$ cat src/rtl/flt_pds2_result_buffer.sv
`timescale 1ns/1ps
// Credit-gated first-word-fall-through result buffer for the fixed-latency flt_pds2 core.
// Upstream is throttled so every operand in flight is guaranteed a FIFO slot when its result lands.
module flt_pds2_result_buffer #(
    parameter int unsigned TDATA_WIDTH = 32,
    parameter int unsigned FIFO_DEPTH  = 16
) (
    input  logic                         i_aclk,
    input  logic                         i_areset,
    input  logic [TDATA_WIDTH-1:0]       i_axi4s_a_tdata,
    input  logic                         i_axi4s_a_tvalid,
    output logic                         o_axi4s_a_tready,
    output logic [TDATA_WIDTH-1:0]       o_core_a_tdata,
    output logic                         o_core_a_tvalid,
    input  logic [TDATA_WIDTH-1:0]       i_core_result_tdata,
    input  logic                         i_core_result_tvalid,
    output logic [TDATA_WIDTH-1:0]       o_axi4s_result_tdata,
    output logic                         o_axi4s_result_tvalid,
    input  logic                         i_axi4s_result_tready,
    output logic [$clog2(FIFO_DEPTH):0]  o_level,
    output logic                         o_overflow
);

    localparam int unsigned CNT_WIDTH = $clog2(FIFO_DEPTH) + 1;
    localparam int unsigned PTR_WIDTH = $clog2(FIFO_DEPTH);
    localparam logic [CNT_WIDTH-1:0] DEPTH_CNT = CNT_WIDTH'(FIFO_DEPTH);

    logic [CNT_WIDTH-1:0]   credit_q, credit_d;
    logic [CNT_WIDTH-1:0]   level_q, level_d;
    logic [PTR_WIDTH-1:0]   wr_ptr_q, wr_ptr_d;
    logic [PTR_WIDTH-1:0]   rd_ptr_q, rd_ptr_d;
    logic                   overflow_q, overflow_d;
    logic [TDATA_WIDTH-1:0] mem_q [FIFO_DEPTH];

    logic accept, pop, push, drop, empty, full;

    // Ready depends only on the registered credit count, never on same-cycle inputs.
    assign o_axi4s_a_tready = (credit_q < DEPTH_CNT);
    assign o_core_a_tdata   = i_axi4s_a_tdata;
    assign o_core_a_tvalid  = i_axi4s_a_tvalid & o_axi4s_a_tready;

    assign empty = (level_q == '0);
    assign full  = (level_q == DEPTH_CNT);

    assign o_axi4s_result_tvalid = ~empty;
    assign o_axi4s_result_tdata  = empty ? '0 : mem_q[rd_ptr_q];
    assign o_level               = level_q;
    assign o_overflow            = overflow_q;

    assign accept = i_axi4s_a_tvalid & o_axi4s_a_tready;
    assign pop    = o_axi4s_result_tvalid & i_axi4s_result_tready;
    // A full FIFO still takes a result when the head leaves in the same cycle.
    assign push   = i_core_result_tvalid & (~full | pop);
    assign drop   = i_core_result_tvalid & full & ~pop;

    always_comb begin
        credit_d   = credit_q;
        level_d    = level_q;
        wr_ptr_d   = wr_ptr_q;
        rd_ptr_d   = rd_ptr_q;
        overflow_d = overflow_q | drop;

        if (accept && !pop && (credit_q < DEPTH_CNT)) begin
            credit_d = credit_q + CNT_WIDTH'(1);
        end else if (!accept && pop && (credit_q != '0)) begin
            credit_d = credit_q - CNT_WIDTH'(1);
        end

        if (push && !pop) begin
            level_d = level_q + CNT_WIDTH'(1);
        end else if (pop && !push) begin
            level_d = level_q - CNT_WIDTH'(1);
        end

        if (push) begin
            wr_ptr_d = wr_ptr_q + PTR_WIDTH'(1);
        end
        if (pop) begin
            rd_ptr_d = rd_ptr_q + PTR_WIDTH'(1);
        end
    end

    always_ff @(posedge i_aclk or posedge i_areset) begin
        if (i_areset) begin
            credit_q   <= '0;
            level_q    <= '0;
            wr_ptr_q   <= '0;
            rd_ptr_q   <= '0;
            overflow_q <= 1'b0;
        end else begin
            credit_q   <= credit_d;
            level_q    <= level_d;
            wr_ptr_q   <= wr_ptr_d;
            rd_ptr_q   <= rd_ptr_d;
            overflow_q <= overflow_d;
        end
    end

    // Storage needs no reset: the output is masked to zero while empty.
    always_ff @(posedge i_aclk) begin
        if (push && !i_areset) begin
            mem_q[wr_ptr_q] <= i_core_result_tdata;
        end
    end

endmodule

$ cat config.mk
export PLATFORM = sky130hd
export DESIGN_NAME = flt_pds2_result_buffer
export DESIGN_NICKNAME = d
export VERILOG_FILES = /design/src/rtl/flt_pds2_result_buffer.sv
export SDC_FILE = /design/constraint.sdc
export NUM_CORES = 1
export LEC_CHECK = 0
export ABC_CLOCK_PERIOD_IN_PS = 2740
export CAP_MARGIN = 10
export CORE_UTILIZATION = 48
export DETAILED_ROUTE_END_ITERATION = 16
export PLACE_DENSITY = 0.81
export SYNTH_ARGS = -nofsm -noshare
export SYNTH_HDL_FRONTEND = slang
export SYNTH_SLANG_ARGS = --single-unit
$ cat constraint.sdc
create_clock -name i_aclk -period 2.74 [get_ports i_aclk]
set_input_delay 0.548 -clock i_aclk [delete_from_list [all_inputs] [get_ports i_aclk]]
set_output_delay 0.548 -clock i_aclk [all_outputs]
set_load 0.03 [all_outputs]
# [Yosys cells after proc, flatten, opt, wreduce, memory -nomap -nowiden]
# Memories as Yosys holds them, arrays and structs flattened.
# Index checks and enable logic that the tools add are counted.
[word_totals] ramBits=512 n_memories=1 in_bits=69 out_inout_bits=73 regBits=19 word_cells=46
[op_classes] n_reduce_logical=15 n_addsub=6 bitwise_logic=10 order_cmp=1 muxes=7 eq_ne=1
[mem_list] name="mem_q" words=16 width=32 rd=1 rd_clocked_by_memory_dff=0 wr=1 line="33" rtl="logic [TDATA_WIDTH-1:0] mem_q [FIFO_DEPTH];"
[ops] cell="32-bit 2-to-1 mux" count=1
[ops] cell="5-bit 2-to-1 mux" count=4
[ops] cell="5-bit by 1-bit adder with 5-bit output, second input constant" count=2
[ops] cell="5-bit by 1-bit subtractor with 5-bit output, second input constant" count=2
[ops] cell="4-bit by 1-bit adder with 4-bit output, second input constant" count=2
[ops] cell="1-bit logical AND" count=7
[ops] cell="1-bit AND" count=5
[ops] cell="5-bit equality test, second input constant" count=1
[ops] cell="5-bit logical NOT" count=1
[ops] cell="5-bit less-than comparator, second input constant" count=1
[ops] cell="5-bit nonzero test" count=1
[ops] cell="1-bit logical NOT" count=4
[ops] cell="2-bit nonzero test" count=2
[ops] cell="1-bit inverter" count=3
[ops] cell="1-bit 2-to-1 mux" count=2
[ops] cell="1-bit OR" count=2

# [Depth between registers and ports, before layout]
# Gate-level depths: netlist of run 1.
[depth] depth_word=9 depth_mapped=10 mapped_depth_nobuf=10

# [Least setup slack after synthesis of run 1]
# No wires, ideal clock.
[synth_timing] path_type="input -> register" start="input i_areset" end="memory mem_q[13][0] (enable)" slack_ns=-0.289 arrival_time_ns=2.608 path_stages=3 setup_time_ns=0.421 cell_sequence="inv_1 > nand3_1 > nor2_1"
[synth_via] elab_chain_cells=4
[synth_lines] element="start, declared" line="9" rtl="input logic i_areset,"
[synth_lines] element="1-bit logical NOT" line="101" rtl="if (push && !i_areset) begin"
[synth_lines] element="1-bit logical AND" line="101"
[synth_lines] element="1-bit 2-to-1 mux" line="101"
[synth_lines] element="1-bit 2-to-1 mux (implied by the code)" line="102" rtl="mem_q[wr_ptr_q] <= i_core_result_tdata;"
[synth_lines] element="end, declared" line="33"
# Every way passes these cells.

# [Worst setup path in the final report of run 1]
[layout_timing] start="register rd_ptr_q[0]" end="output o_axi4s_result_tdata[8]"
[layout_via] elab_chain_cells=2
[layout_lines] element="start, declared" line="31" rtl="logic [PTR_WIDTH-1:0] rd_ptr_q, rd_ptr_d;"
[layout_lines] element="start signal, assigned" line="94" rtl="rd_ptr_q <= rd_ptr_d;"
[layout_lines] element="memory read 16 x 32 bit"
[layout_lines] element="32-bit 2-to-1 mux" line="46" rtl="assign o_axi4s_result_tdata = empty ? '0 : mem_q[rd_ptr_q];"
[layout_lines] element="end, declared" line="17" rtl="output logic [TDATA_WIDTH-1:0] o_axi4s_result_tdata,"
# Every way passes these cells.

==> results of run 1 <==
==> flip-flops by register name, indices dropped and copies added, names as in the netlist <==
signal / count
rd_ptr_q: 4
o_level: 5
o_overflow: 1
wr_ptr_q: 4
mem_q: 512
credit_q: 5
==> cells in the final DEF (no fill, tap or decap), types with 9 or more instances in the layout <==
cell	n
sky130_fd_sc_hd__clkbuf_1	14
sky130_fd_sc_hd__clkdlybuf4s50_1	44
sky130_fd_sc_hd__mux2i_2	10
sky130_fd_sc_hd__o22ai_1	18
sky130_fd_sc_hd__clkbuf_16	56
sky130_fd_sc_hd__dfrtp_1	14
sky130_fd_sc_hd__clkinv_2	9
sky130_fd_sc_hd__ha_1	11
sky130_fd_sc_hd__mux4_2	128
sky130_fd_sc_hd__buf_12	43
sky130_fd_sc_hd__xnor2_1	11
sky130_fd_sc_hd__nand2_1	13
sky130_fd_sc_hd__edfxtp_1	512
sky130_fd_sc_hd__nor2_4	16
sky130_fd_sc_hd__buf_6	18
sky130_fd_sc_hd__mux2i_1	51
sky130_fd_sc_hd__buf_4	61
sky130_fd_sc_hd__o22ai_2	11
==> power by group through the flow <==
stage          Sequential [mW]  Clock (mW)  Combinational, mW
2_1_floorplan             9.93           0               5.78
3_3_place_gp              9.93           0               8.89
3_5_place_dp              9.97           0               9.06
4_1_cts                   9.77        7.26               9.91
5_1_grt                   9.82        7.58               11.2
6_report                  9.78        7.16               10.7
==> cells in the mapped netlist <==
| cell | n |
|---|---|
| sky130_fd_sc_hd__a21oi_1 | 3 |
| sky130_fd_sc_hd__or4_4 | 1 |
| sky130_fd_sc_hd__xnor2_1 | 11 |
| sky130_fd_sc_hd__mux2i_4 | 1 |
| sky130_fd_sc_hd__mux4_2 | 128 |
| sky130_fd_sc_hd__mux2_2 | 4 |
| sky130_fd_sc_hd__nor2_1 | 20 |
| sky130_fd_sc_hd__buf_2 | 21 |
| sky130_fd_sc_hd__a21o_1 | 6 |
| sky130_fd_sc_hd__o22ai_1 | 32 |
| sky130_fd_sc_hd__nand2_1 | 15 |
| sky130_fd_sc_hd__o311ai_0 | 1 |
| sky130_fd_sc_hd__dfrtp_1 | 19 |
| sky130_fd_sc_hd__clkinv_1 | 1 |
| sky130_fd_sc_hd__buf_4 | 32 |
| sky130_fd_sc_hd__ha_1 | 12 |
| sky130_fd_sc_hd__or3_1 | 2 |
| sky130_fd_sc_hd__nor4_1 | 1 |
| sky130_fd_sc_hd__nor2b_1 | 1 |
| sky130_fd_sc_hd__o21a_4 | 1 |
| sky130_fd_sc_hd__buf_1 | 4 |
| sky130_fd_sc_hd__mux2i_1 | 65 |
| sky130_fd_sc_hd__fa_1 | 2 |
| sky130_fd_sc_hd__inv_1 | 6 |
| sky130_fd_sc_hd__nor3_1 | 1 |
| sky130_fd_sc_hd__nand4_1 | 2 |
| sky130_fd_sc_hd__o21ai_0 | 5 |
| sky130_fd_sc_hd__xor2_1 | 2 |
| sky130_fd_sc_hd__nand3_1 | 2 |
| sky130_fd_sc_hd__nand2b_1 | 2 |
| sky130_fd_sc_hd__edfxtp_1 | 512 |
| sky130_fd_sc_hd__o31a_1 | 1 |
| sky130_fd_sc_hd__clkbuf_1 | 19 |
==> repair_timing <==
item                                    4_1_cts  5_1_grt
gates cloned                                  3        4
resized for setup                            38       52
setup buffers                                 8        8
endpoints found under the setup margin       33       35
pin swaps                                     6       12
==> critical path: stages, from the launching register on <==
cell and delay [ns]:
sky130_fd_sc_hd__dfrtp_4 0.43, sky130_fd_sc_hd__buf_12 0.16, sky130_fd_sc_hd__buf_16 0.17, sky130_fd_sc_hd__buf_4 0.15, sky130_fd_sc_hd__mux4_2 0.54, sky130_fd_sc_hd__mux2i_2 0.21, sky130_fd_sc_hd__o22ai_2 0.14, sky130_fd_sc_hd__buf_6 0.16
==> logic make-up after synthesis <==
group	count (synthesis)	share of synthesized area [%]
xor gates and xnor gates	13	0.5490
buffers and inverters	83	2.208
and+or+nand+nor	47	1.001
DFF	531	76.43
AOI/OAI and AO/OA	49	1.532
adders and majority gates	14	0.9170
muxes	198	17.36
==> path summary, 6_finish.rpt <==
| kind | start | end | slack, ns | depth (start not counted) |
|---|---|---|---|---|
| max | rd_ptr_q[0] | o_axi4s_result_tdata[8] | -0.39 | 7 |
| min in group i_aclk | o_overflow | o_overflow | 0.48 | 1 |
| min | i_areset | wr_ptr_q[2] | 0.46 | 3 |
| max reg2reg | o_level[0] | o_level[4] | 0.04 | 11 |
| min reg2reg | o_overflow | o_overflow | 0.48 | 1 |
| max in group asynchronous | i_areset | rd_ptr_q[1] | 2.03 | 3 |
==> layer usage <==
| metal | track usage, % | routed length, um | vias to the layer above |
|---|---|---|---|
| li1 | - | - | 4180 |
| met1 | 27.20 | 17820 | 5376 |
| met2 | 36.12 | 24070 | 475 |
| met3 | 4.205 | 3586 | 130 |
| met4 | 9.942 | 1797 | 0 |
| met5 | 0 | 0 | - |
==> layout make-up <==
type / instances / area share, %
tap: 577 / 2.849
sequential: 531 / 62.59
clock inverter: 30 / 1.397
antenna: 1 / 0.009874
clock buffer: 66 / 5.342
timing repair buffer: 176 / 8.684
inverter: 7 / 0.1284
multi-input combinational: 321 / 19.00
==> metrics.log, run 1 <==
[metrics] Distinct cells, synth: 33
[metrics] cell internal pwr: between 15 and 20 mW
[metrics] post-DR vias/cell: roughly 6
[metrics] part of the total power dissipated in the clock network: 25.9%
[metrics] result of the run: finished, violations left
[metrics] Maximum Capacitance Violations: 0
[metrics] number of synthesis warnings: 0
[metrics] layout-stage area growth over the synthesis result: 22.21%
[metrics] first-iteration detailed-routing DRC count: 1043
[metrics] GPL Wtd Cong: 0.7450
[metrics] #FFs+latches synth: approximately 530
[metrics] clock latency of the later-clocked register in the worst-skew pair: 0.61 ns
[metrics] setup-violating endpoint count in the final report: 32
[metrics] sequential cell area: 15860 um^2
[metrics] clock root buffer: sky130_fd_sc_hd__clkbuf_16
[metrics] pin count of the biggest net entering global routing: 50
[metrics] CTS clk-pin slew, worst paths: 0.06 ns
[metrics] maximum buffer depth of the clock tree: 3
[metrics] critical path type: flop to output port
[metrics] total wire length after detailed routing: 47270 um
[metrics] number of vias in the routed layout: 10160
[metrics] TritonCTS Buffers: 51
[metrics] crit path capture type: output port
[metrics] # placed instances: 1590
[metrics] data arrival time of the critical path: 2.58 ns
[metrics] net count of the mapped netlist: about 1000
[metrics] static leakage power: 8.276 nW
[metrics] Layout Skew: 0.03098 ns
[metrics] final core occ: 59.88%
[metrics] largest area contributor in the synthesized netlist: sky130_fd_sc_hd__edfxtp_1
[metrics] remaining routing DRC violations: 0
[metrics] sequential share of power: a little over a third
[metrics] slack of the critical path: -0.3897 ns
[metrics] All-Layer GR Usage: 21.51%
[metrics] Synth Cell Area: slightly above 20000 um^2
[metrics] net switching power: 8.815 mW
[metrics] critical path data required time: 2.19 ns
[metrics] number of iterations in the first detailed-routing pass: 5
[metrics] Die Span X: 209.9 um
[metrics] number of cells produced by synthesis: 935
[metrics] Period Utilization, post-route: 114.2%
[metrics] post-route non-filler standard cell count: 1709
[metrics] placement row count: 75
[metrics] I/O Buffers: 77
[metrics] effective utilization at floorplan: roughly half
[metrics] number of global-route vias before repair: 10760
[metrics] TritonCTS clock tree: built
[metrics] sequential element share of the synthesized area: between 70% and 80%
[metrics] Period minus WS final: ~3.1 ns
[metrics] area of combinational cells with multiple inputs: 4815 um^2
[metrics] gr ovfl total: 0
[metrics] synthesized area divided by synthesized cell count: 22.18 um^2
[metrics] post-layout power: 27.60 mW
[metrics] Setup crit start kind: flop
[metrics] Max Transition Viols Final: 0
[metrics] placed wire-length estimate: 24790 um
[metrics] worst ir drop on vdd: ~0.7 mV
[metrics] post-synth top area share: 74.14%
[metrics] Slew HR: 60.13%
[metrics] Final nets: 1171
[metrics] # fillers: 2813
[metrics] actual slew at the worst max-slew pin: a little under 0.6 ns
[metrics] RSZ-0062 raised after global routing: true
[metrics] height of the chip: approximately 210 um
[metrics] placement-stage cell area: 22920 um^2
[metrics] final design instance area without fill: 25340 um^2
[metrics] fmax: 319.5 MHz
[metrics] pwr dens: 1089 nW/um^2
[metrics] Final ANT Viol Nets: 0
[metrics] minimum setup slack after placement: 0.01420 ns
[metrics] final hold vios: 0
[metrics] CORE AREA: 42320 um^2
[metrics] violations in the final reports: negative setup slack
[metrics] Routed wire per std cell: 27.66 um
[metrics] area of the die: 44040 um^2
[metrics] number of sinks handled by clock tree synthesis: 531
[metrics] IO Pins: ~140
[metrics] first-pass GRT wire length: 68170 um
[metrics] crit path max fanout: 14
[metrics] type of the worst min-delay path: input port to asynchronous set/reset pin
[metrics] ratio of cells with drive above 1 in the final layout: between 30% and 40%
[metrics] worst hold-check slack: 0.4575 ns
[metrics] H-Tree Level Count: 2
[metrics] top post-synthesis cells by area: sky130_fd_sc_hd__edfxtp_1, sky130_fd_sc_hd__mux4_2, sky130_fd_sc_hd__mux2i_1
[metrics] number of hold buffers added after CTS: 0
[metrics] Setup TNS Final: -10.02 ns
[metrics] switching share of power: 31.94%
[metrics] combinational power share: around 39%
[metrics] antenna violations before repair: 1
(Power assumes the default switching activity.)
==> run 2: changes to the inputs <==
TNS_END_PERCENT = 10   (was unset)
==> metrics.log, run 2 (synthesis gave the netlist of run 1 again) <==
[metrics] critical path data required time: 2.19 ns (about the same)
[metrics] maximum buffer depth of the clock tree: 3 (unchanged)
[metrics] Layout Skew: 0.02022 ns (was 0.03098 ns)
[metrics] # placed instances: 1580 (was 1590)
[metrics] clock latency of the later-clocked register in the worst-skew pair: 0.59 ns (was 0.61 ns)
[metrics] pwr dens: 1081 nW/um^2 (was 1089 nW/um^2)
[metrics] number of global-route vias before repair: 10610 (was 10760)
[metrics] Top reg by flops: mem_q (unchanged)
[metrics] Routed wire per std cell: 27.82 um (was 27.66 um)
[metrics] TritonCTS Buffers: 51 (unchanged)
[metrics] cell occurring most often along the worst timing path: sky130_fd_sc_hd__buf_12
[metrics] post-layout power: 27.17 mW (was 27.60 mW)
[metrics] max reg flops: 512 (unchanged)
[metrics] max incr delay on CP: 0.56 ns (was 0.54 ns)
[metrics] Final nets: 1162 (was 1171)
[metrics] I/O Buffers: 77 (unchanged)
[metrics] CTS clk-pin slew, worst paths: 0.07 ns (was 0.06 ns)
[metrics] slack of the critical path: -0.3342 ns (was -0.3897 ns)
[metrics] Slew HR: 59.53% (was 60.13%)
[metrics] layout-stage area growth over the synthesis result: 21.18% (was 22.21%)
[metrics] antenna violations before repair: 2 (was 1)
[metrics] worst ir drop on vdd: 0.8767 mV (was 0.6798 mV)
[metrics] Die Span X: 209.9 um (unchanged)
[metrics] data arrival time of the critical path: 2.53 ns (was 2.58 ns)
[metrics] clock root buffer: sky130_fd_sc_hd__clkbuf_16 (unchanged)
[metrics] Final ANT Viol Nets: 0 (unchanged)
[metrics] number of vias in the routed layout: 10050 (was 10160)
[metrics] Max Transition Viols Final: 0 (unchanged)
[metrics] IO Pins: 142 (unchanged)
[metrics] Period minus WS final: 3.074 ns (was 3.130 ns)
[metrics] result of the run: finished, violations left (unchanged)
[metrics] number of sinks handled by clock tree synthesis: 531 (unchanged)
[metrics] effective utilization at floorplan: 49.00% (unchanged)
[metrics] ordered cell list for the critical path: buf_12 -> buf_12 -> buf_16 -> mux4_2 -> mux2i_2 -> o22ai_1 -> buf_4 (was buf_12 -> buf_16 -> buf_4 -> mux4_2 -> mux2i_2 -> o22ai_2 -> buf_6)
[metrics] remaining routing DRC violations: 0 (unchanged)
[metrics] static leakage power: 8.177 nW (was 8.276 nW)
[metrics] Setup TNS Final: -7.845 ns (was -10.02 ns)
[metrics] Slowest-stage cell, CP: sky130_fd_sc_hd__mux4_2 (unchanged)
[metrics] crit path capture type: output port (unchanged)
[metrics] RSZ-0062 raised after global routing: true (unchanged)
[metrics] type of the worst min-delay path: input port to asynchronous set/reset pin (unchanged)
[metrics] total wire length after detailed routing: 47270 um (about the same)
[metrics] Period Utilization, post-route: 112.2% (was 114.2%)
[metrics] number of iterations in the first detailed-routing pass: 5 (unchanged)
[metrics] critical path type: flop to output port (unchanged)
[metrics] first-iteration detailed-routing DRC count: 1005 (was 1043)
[metrics] Maximum Capacitance Violations: 0 (unchanged)
[metrics] crit path max fanout: 6 (was 14)
[metrics] GPL Wtd Cong: 0.7611 (was 0.7450)
[metrics] setup-violating endpoint count in the final report: 33 (was 32)
[metrics] post-route non-filler standard cell count: 1699 (was 1709)
[metrics] worst path buffer plus inverter count: 4 (unchanged)
[metrics] final hold vios: 0 (unchanged)
[metrics] fmax: 325.3 MHz (was 319.5 MHz)
[metrics] actual slew at the worst max-slew pin: 0.6052 ns (was 0.5961 ns)
[metrics] height of the chip: 209.9 um (unchanged)
[metrics] violations in the final reports: negative setup slack (unchanged)
[metrics] H-Tree Level Count: 2 (unchanged)
[metrics] post-DR vias/cell: 5.915 (was 5.946)
[metrics] gr ovfl total: 0 (unchanged)
[metrics] number of hold buffers added after CTS: 0 (unchanged)
[metrics] placement row count: 75 (unchanged)
[metrics] pin count of the biggest net entering global routing: 46 (was 50)
[metrics] All-Layer GR Usage: 21.59% (was 21.51%)
[metrics] ratio of cells with drive above 1 in the final layout: 34.05% (was 35.63%)
[metrics] TritonCTS clock tree: built (unchanged)
[metrics] area of the die: 44040 um^2 (unchanged)
[metrics] Setup crit start kind: flop (unchanged)
[metrics] placed wire-length estimate: 25690 um (was 24790 um)
[metrics] first-pass GRT wire length: 67810 um (was 68170 um)
[metrics] kind of cell with the highest combined delay on the critical path: multiplexers (unchanged)
[metrics] most frequent cells in the layout: sky130_fd_sc_hd__edfxtp_1, sky130_fd_sc_hd__mux4_2, sky130_fd_sc_hd__clkbuf_16, sky130_fd_sc_hd__buf_4, sky130_fd_sc_hd__mux2i_1 (was sky130_fd_sc_hd__edfxtp_1, sky130_fd_sc_hd__mux4_2, sky130_fd_sc_hd__buf_4, sky130_fd_sc_hd__clkbuf_16, sky130_fd_sc_hd__mux2i_1)
[metrics] minimum setup slack after placement: -0.06067 ns (was 0.01420 ns)
[metrics] most common cell after layout, fill and taps aside: sky130_fd_sc_hd__edfxtp_1 (unchanged)
[metrics] CORE AREA: 42320 um^2 (unchanged)
## run 2: cell count changes in the layout (fill, tap and decap cells not counted), sizes merged
| cell | before | now |
|---|---|---|
| clkbuf | 70 | 74 |
| buf | 126 | 118 |
| bufinv | 6 | 4 |
| inv | 8 | 7 |
| diode | 1 | 3 |
| bufbuf | 1 | 0 |
| clkinv | 17 | 18 |
| clkinvlp | 6 | 1 |
## run 2: final timing paths
check,startpoint,to,cells past startpoint,slack (ns)
max,rd_ptr_q[0],o_axi4s_result_tdata[22],7,-0.33
max in group asynchronous,i_areset,rd_ptr_q[3],3,2.05
min,i_areset,wr_ptr_q[1],3,0.43
max reg2reg,o_level[3],o_level[4],11,-0.04
min reg2reg,o_overflow,o_overflow,1,0.48
min in group i_aclk,o_overflow,o_overflow,1,0.48
## run 2: repair_timing
action / CTS / global route
gates resized for setup: 62 / 40
cloned: 8 / 4
setup endpoints to repair: 34 / 36
pin swaps: 7 / 11
buffers inserted: 10 / 5
## run 2: worst min-delay path, delay by kind of cell
kind,cells,cell delay (ns)
buf+inv,3,0.85
## run 2: per-stage QoR
| stage | hold slack [ns] | util [%] | cell area (um^2) |
|---|---|---|---|
| final | 0.4341 | 59.38 | 25130 |
| after global routing | 0.4664 | 59.37 | 25130 |
| after CTS | 0.4184 | 58.89 | 24930 |
| after detailed placement | 0.4645 | 53.63 | 22700 |
| after global placement | 0.4420 | 53.63 | 22700 |
| after floorplan | 0.4772 | - | 20740 |
## run 2: cell type report
class | instances | area (um^2)
repair buffers | 167 | 2101
diodes | 3 | 7.507
inverters | 7 | 26.28
well taps | 577 | 721.9
clock inverters | 23 | 215.2
flip-flops and latches | 531 | 15860
clock buffers | 70 | 1410
fillers | 2851 | 17190
multi-input cells | 321 | 4787
## run 2: power breakdown
group | switching (mW) | internal, mW
sequential | 0.328 | 9.50
clock | 2.91 | 3.97
combinational | 5.43 | 5.04
total | 8.66 | 18.5
## run 2: routing by layer
layer,vias up,GRT usage [%],wire (um)
met1,5327,28.01,18000
met5,-,0,0
met2,442,35.69,23890
met3,114,4.070,3748
li1,4167,-,-
met4,0,9.766,1634
